`config.mk`:
```
export PLATFORM = sky130hd
export DESIGN_NAME = part_select_unpacker_flat
export DESIGN_NICKNAME = d
export VERILOG_FILES = /design/src/rtl/part_select_unpacker_if.sv /design/src/rtl/part_select_unpacker.sv /design/src/flat_wrapper.sv
export SDC_FILE = /design/constraint.sdc
export NUM_CORES = 1
export LEC_CHECK = 0
export ABC_AREA = 1
export BUFFER_PORTS_ARGS = -buffer_cell sky130_fd_sc_hd__clkbuf_2
export CAP_MARGIN = 20
export CELL_PAD_IN_SITES_DETAIL_PLACEMENT = 0
export CELL_PAD_IN_SITES_GLOBAL_PLACEMENT = 1
export CORE_ASPECT_RATIO = 1.2
export CORE_MARGIN = 5
export CORE_UTILIZATION = 36
export CTS_CLUSTER_DIAMETER = 100
export CTS_CLUSTER_SIZE = 28
export DETAILED_ROUTE_END_ITERATION = 12
export PLACE_DENSITY_LB_ADDON = 0.1
export SLEW_MARGIN = 30
export SYNTH_ARGS = -nofsm -noshare
export SYNTH_HDL_FRONTEND = slang
export SYNTH_SLANG_ARGS = --single-unit
export TNS_END_PERCENT = 20
```
`constraint.sdc`:
```
create_clock -name clk -period 1.2 [get_ports clk]
set_input_delay 0.18 -clock clk [delete_from_list [all_inputs] [get_ports clk]]
set_output_delay 0.18 -clock clk [all_outputs]
set_load 0.03 [all_outputs]
```
`src/rtl/part_select_unpacker_if.sv`:
```
// Valid/ready bundle for the word-in / field-out streaming unpacker.
// The master modport is the producer/consumer side, the slave modport is the unpacker.
interface part_select_unpacker_if #(
  parameter int WIDTH = 8,
  parameter int FW    = 3
);
  localparam int NFIELDS = (WIDTH + FW - 1) / FW;
  localparam int IW      = (NFIELDS > 1) ? $clog2(NFIELDS) : 1;

  logic             in_valid;
  logic             in_ready;
  logic [WIDTH-1:0] in_data;
  logic             in_msb_first;
  logic             out_valid;
  logic             out_ready;
  logic [FW-1:0]    out_data;
  logic [IW-1:0]    out_idx;
  logic             out_last;

  modport master (
    output in_valid, in_data, in_msb_first, out_ready,
    input  in_ready, out_valid, out_data, out_idx, out_last
  );

  modport slave (
    input  in_valid, in_data, in_msb_first, out_ready,
    output in_ready, out_valid, out_data, out_idx, out_last
  );
endinterface

```
`src/rtl/part_select_unpacker.sv`:
```
// Streaming unpacker: captures a WIDTH-bit word and emits it as FW-bit fields,
// LSB-first or MSB-first per word, zero-padding the partial last field.
module part_select_unpacker #(
  parameter int WIDTH = 8,
  parameter int FW    = 3
) (
  input logic clk,
  input logic rst,
  part_select_unpacker_if.slave bus
);
  localparam int NFIELDS = (WIDTH + FW - 1) / FW;
  localparam int IW      = (NFIELDS > 1) ? $clog2(NFIELDS) : 1;
  localparam int EW      = NFIELDS * FW;
  localparam int OW      = $clog2(EW + 1);
  localparam logic [IW-1:0] LAST_IDX = IW'(NFIELDS - 1);

  typedef enum logic [0:0] {
    IDLE = 1'b0,
    BUSY = 1'b1
  } state_t;

  state_t           state_r, state_s;
  logic [WIDTH-1:0] word_r, word_s;
  logic             mode_r, mode_s;
  logic [IW-1:0]    idx_r, idx_s;
  logic [IW-1:0]    sel_idx_s;
  logic [OW-1:0]    lo_s, hi_s;
  logic [EW-1:0]    ext_lsb_s, ext_msb_s;
  logic [FW-1:0]    field_s;
  logic             last_s;
  logic             ready_s;

  // Field decode from registered state only; the word is placed in a padded
  // buffer so every part-select stays inside its vector at any index.
  always_comb begin
    sel_idx_s = (idx_r > LAST_IDX) ? LAST_IDX : idx_r;
    lo_s      = OW'(sel_idx_s) * OW'(FW);
    hi_s      = OW'(EW - 1) - lo_s;
    ext_lsb_s = '0;
    ext_lsb_s[WIDTH-1:0] = word_r;
    ext_msb_s = '0;
    ext_msb_s[EW-1 -: WIDTH] = word_r;
    if (mode_r) begin
      field_s = ext_msb_s[hi_s -: FW];
    end else begin
      field_s = ext_lsb_s[lo_s +: FW];
    end
    last_s = (idx_r == LAST_IDX);
  end

  // Next-state logic; a word is also accepted on the last-field handshake.
  always_comb begin
    state_s = state_r;
    word_s  = word_r;
    mode_s  = mode_r;
    idx_s   = idx_r;
    ready_s = 1'b0;
    case (state_r)
      IDLE: begin
        ready_s = 1'b1;
        if (bus.in_valid) begin
          word_s  = bus.in_data;
          mode_s  = bus.in_msb_first;
          idx_s   = '0;
          state_s = BUSY;
        end else begin
          state_s = IDLE;
        end
      end
      BUSY: begin
        if (bus.out_ready) begin
          if (last_s) begin
            ready_s = 1'b1;
            if (bus.in_valid) begin
              word_s  = bus.in_data;
              mode_s  = bus.in_msb_first;
              idx_s   = '0;
              state_s = BUSY;
            end else begin
              state_s = IDLE;
            end
          end else begin
            idx_s = idx_r + IW'(1);
          end
        end else begin
          state_s = BUSY;
        end
      end
      default: begin
        state_s = IDLE;
        idx_s   = '0;
      end
    endcase
  end

  // State and datapath registers.
  always_ff @(posedge clk or posedge rst) begin
    if (rst) begin
      state_r <= IDLE;
      word_r  <= '0;
      mode_r  <= 1'b0;
      idx_r   <= '0;
    end else begin
      state_r <= state_s;
      word_r  <= word_s;
      mode_r  <= mode_s;
      idx_r   <= idx_s;
    end
  end

  assign bus.in_ready  = ready_s & ~rst;
  assign bus.out_valid = (state_r == BUSY);
  assign bus.out_data  = (state_r == BUSY) ? field_s : '0;
  assign bus.out_idx   = (state_r == BUSY) ? idx_r : '0;
  assign bus.out_last  = (state_r == BUSY) & last_s;
endmodule

```
`src/flat_wrapper.sv`:
```
// flat-port wrapper written by rule: the top's interface ports become plain ports
module part_select_unpacker_flat 
#(
  parameter int WIDTH = 8,
  parameter int FW    = 3
)
  (clk, rst, bus_in_valid, bus_in_data, bus_in_msb_first, bus_out_ready, bus_in_ready, bus_out_valid, bus_out_data, bus_out_idx, bus_out_last);
  part_select_unpacker_if #(.WIDTH(WIDTH), .FW(FW)) bus_i ();
  input logic clk;
  input logic rst;
  input wire logic [$bits(bus_i.in_valid)-1:0] bus_in_valid;
  input wire logic [$bits(bus_i.in_data)-1:0] bus_in_data;
  input wire logic [$bits(bus_i.in_msb_first)-1:0] bus_in_msb_first;
  input wire logic [$bits(bus_i.out_ready)-1:0] bus_out_ready;
  output wire logic [$bits(bus_i.in_ready)-1:0] bus_in_ready;
  output wire logic [$bits(bus_i.out_valid)-1:0] bus_out_valid;
  output wire logic [$bits(bus_i.out_data)-1:0] bus_out_data;
  output wire logic [$bits(bus_i.out_idx)-1:0] bus_out_idx;
  output wire logic [$bits(bus_i.out_last)-1:0] bus_out_last;
  assign bus_i.in_valid = bus_in_valid;
  assign bus_i.in_data = bus_in_data;
  assign bus_i.in_msb_first = bus_in_msb_first;
  assign bus_i.out_ready = bus_out_ready;
  assign bus_in_ready = bus_i.in_ready;
  assign bus_out_valid = bus_i.out_valid;
  assign bus_out_data = bus_i.out_data;
  assign bus_out_idx = bus_i.out_idx;
  assign bus_out_last = bus_i.out_last;
  part_select_unpacker #(.WIDTH(WIDTH), .FW(FW)) u_core (.clk(clk), .rst(rst), .bus(bus_i));
endmodule
```
==> metrics.yaml <==
route:
  remaining_drc_errors: 0
  post_drt_via_cell_ratio: 4.579
  dr.pass1.iters: 4
  first_iter_violations: 19
  via_count: 751
  wl_per_cell_um: 11.85
  wl_mm: 1.944
  ant_nets: 0
sta:
  tightest_slew_ns: 0.4830
  finClkSkew_ns: 0.005576
  fin_tns_setup_ns: -2.080
  fin_ws_ns: -0.4321
  drv_slew: 0
  rsz0062_at_grt: "yes"
  whs_ns: 0.1168
  hold_viol_final: 0
  setup_viol: 11
  fin_crit_ns: 1.632
  clock.fmax_ghz: 0.6127
  fin_crit_sh: 1.360
  slew_headroom: 0.6777
synth:
  synth_seq_cells: 12
  synth_common_cells: "nand2_1 (36), dfrtp_1 (12), inv_1 (11)"
  syn_area_per_cell_um2: 8.045
  syn_area_um2: 804.5
  yosys.area.top_type: "dfrtp_1"
  synthTopCellsByArea: "dfrtp_1 (37%), nand2_1 (17%), nand3_2 (11%), a21oi_1 (5.6%), inv_1 (5.1%)"
  synth-seq-area-share: 0.3733
  synth_cell_types: 19
  syn_inst: 100
  synthFlopType: "dfrtp_1"
  syn_nets: 113
  synth-edff-count: 0
  yosys_warnings: 0
  synth.top_cell.area_share: 0.3733
  async_reset_ff_frac: 1.000
  yosysMostFrequentCell: "nand2_1"
clock_network:
  clk_pin_slew_ns: 0.08
  root_buffer: "clkbuf_4"
  cts_sinks: 12
  clock_path_buffers: 2
  cts_tree: "yes"
  clock_latency_ns: 0.27
  cts-htree-levels: 1
  cts_buffers: 3
min_path:
  hold_end: "u_core.word_r[3]"
  min-delay-path-class: "in -> reg"
  whs_path_depth: 3
  hp-start: "bus_in_data[3]"
die:
  num_io_pins: 21
  core-area_um2: 2095
  dieArea_um2: 3284
  num_rows: 18
  die_w_um: 53.16
  start_util: 0.3841
  dieHeight_um: 61.79
power:
  peakVddDrop_mv: 1.445
  clock_power_share: 0.097
  switchingPower_w: 0.001565
  swShare: 0.4618
  p_leak_nw: 0.6093
  powerDensity_nw_per_um2: 2890
  combPwrFrac: 0.655
  p_int_w: 0.001824
  pwr-share-seq: 0.248
critical_path:
  crit_arrival_ns: 1.45
  reg2reg_depth: 7
  reg2reg_slack_ns: -0.01
  crit_type: "reg -> out"
  start_kind: "flip-flop"
  reg2reg_from: "u_core.idx_r[0]"
  reg2reg_to: "u_core.word_r[2]"
  cp_max_fo: 8
  cp.required_ns: 1.02
  crit_path_end_kind: "output port"
finish:
  fin_area_um2: 1172
  seq_area_um2: 304.0
  syn2layout_area_growth_pct: 45.72
  layout-drive-gt1-share: 0.5448
  multiInputGateArea_um2: 456.7
  fin_cells: 164
  fill_cells: 199
  final_nets: 148
  num_antenna_cells: 0
outcome:
  violations: "negative setup slack"
  outcome: "finished, violations left"
global_route:
  grt_max_degree: 13
  first_global_vias: 724
  grt_use_total: 0.1308
  grt-ovfl-total: 0
  antenna_found_initial: 0
  grt_pass1_wl_mm: 3.111
placement:
  placed_cells: 154
  dp_hpwl_mm: 1.416
  placed_area_um2: 973.4
  gp_congestion: 0.8115
  port_buffers: 20
run:
  cap_violations: 0
-- state kept, by name, summed over array words and instances (netlist names) --
signal                count
u_core.idx_r              2
u_core.mode_r             1
u_core.word_r             8
u_core.bus.out_valid      1
-- logic make-up (layout without fill, tap and decap cells) --
group,after synthesis,after routing,share of synthesized area
simple gates,60,60,0.4215
flops,12,12,0.3733
buf+inv,18,52,0.1431
compound gates,10,10,0.06220
-- layout make-up --
type	count	area share
clock buffer	4	0.03095
multi-input combinational	70	0.3895
inverter	13	0.04589
sequential	12	0.2593
timing repair buffer	35	0.2423
tap	30	0.03202
-- through the flow --
step | utilization | power [W] | setup WS, ns
4_1_cts | 0.5179 | 0.003092 | -0.3948
5_1_grt | 0.5597 | 0.003631 | -0.4922
3_5_place_dp | 0.4648 | 0.002497 | -0.2199
6_report | 0.5597 | 0.003389 | -0.4321
3_3_place_gp | 0.4648 | 0.002478 | -0.2032
2_1_floorplan | - | 0.002070 | -0.1721
-- routing by layer --
metal,track usage,share of wire,up-vias
li1,-,-,385
met1,0.1652,0.45,351
met2,0.2145,0.50,13
met3,0.02387,0.037,2
met4,0.06569,0.0072,0
met5,0,0,-
-- critical path, stage by stage, from the launching register on --
cell and delay (ns):
dfrtp_2 0.51, nor2_8 0.08, buf_6 0.12, nand2_2 0.05, nand3_2 0.08, a21oi_2 0.16
clkbuf_8 0.17
-- cell usage in the layout, fill, tap and decap left out, types with 2 or more instances in the layout --
cell type   n
a21oi_1     5
a21oi_2     4
buf_4      12
buf_6       2
clkbuf_2   12
clkbuf_4    4
clkbuf_8    6
dfrtp_1     9
dfrtp_2     3
inv_1      11
inv_4       2
nand2_1    29
nand2_2     7
nand2_4     2
nand3_1     2
nand3_2    15
nand3b_1    2
-- how the worst max path moves through the flow --
stage | slack (ns) | start | endpoint
2_1_floorplan | -0.17 | u_core.bus.out_valid | bus_out_last
3_3_place_gp | -0.20 | u_core.idx_r[1] | bus_out_data[1]
3_5_place_dp | -0.22 | u_core.idx_r[1] | bus_out_data[1]
4_1_cts | -0.39 | u_core.idx_r[0] | bus_out_data[0]
5_1_grt | -0.49 | u_core.idx_r[1] | bus_out_data[1]
6_report | -0.43 | u_core.idx_r[1] | bus_out_data[1]
-- what timing repair did --
item | in CTS | in global routing
setup endpoints to repair | 18 | 18
hold endpoints to repair | 12 | 0
hold buffers | 1 | 0
gates resized for setup | 16 | 18
buffers inserted | 1 | 4
pin swaps | 4 | 4
-- power by group through the flow --
| stage | registers [W] | clock network, W | logic, W |
|---|---|---|---|
| floorplan | 0.000692 | 0 | 0.00138 |
| global placement | 0.000811 | 0 | 0.00167 |
| detailed placement | 0.000815 | 0 | 0.00168 |
| CTS | 0.000818 | 0.000346 | 0.00193 |
| global route | 0.000875 | 0.000367 | 0.00239 |
| finish | 0.000842 | 0.000328 | 0.00222 |
Power figures use the tool's default switching activity.
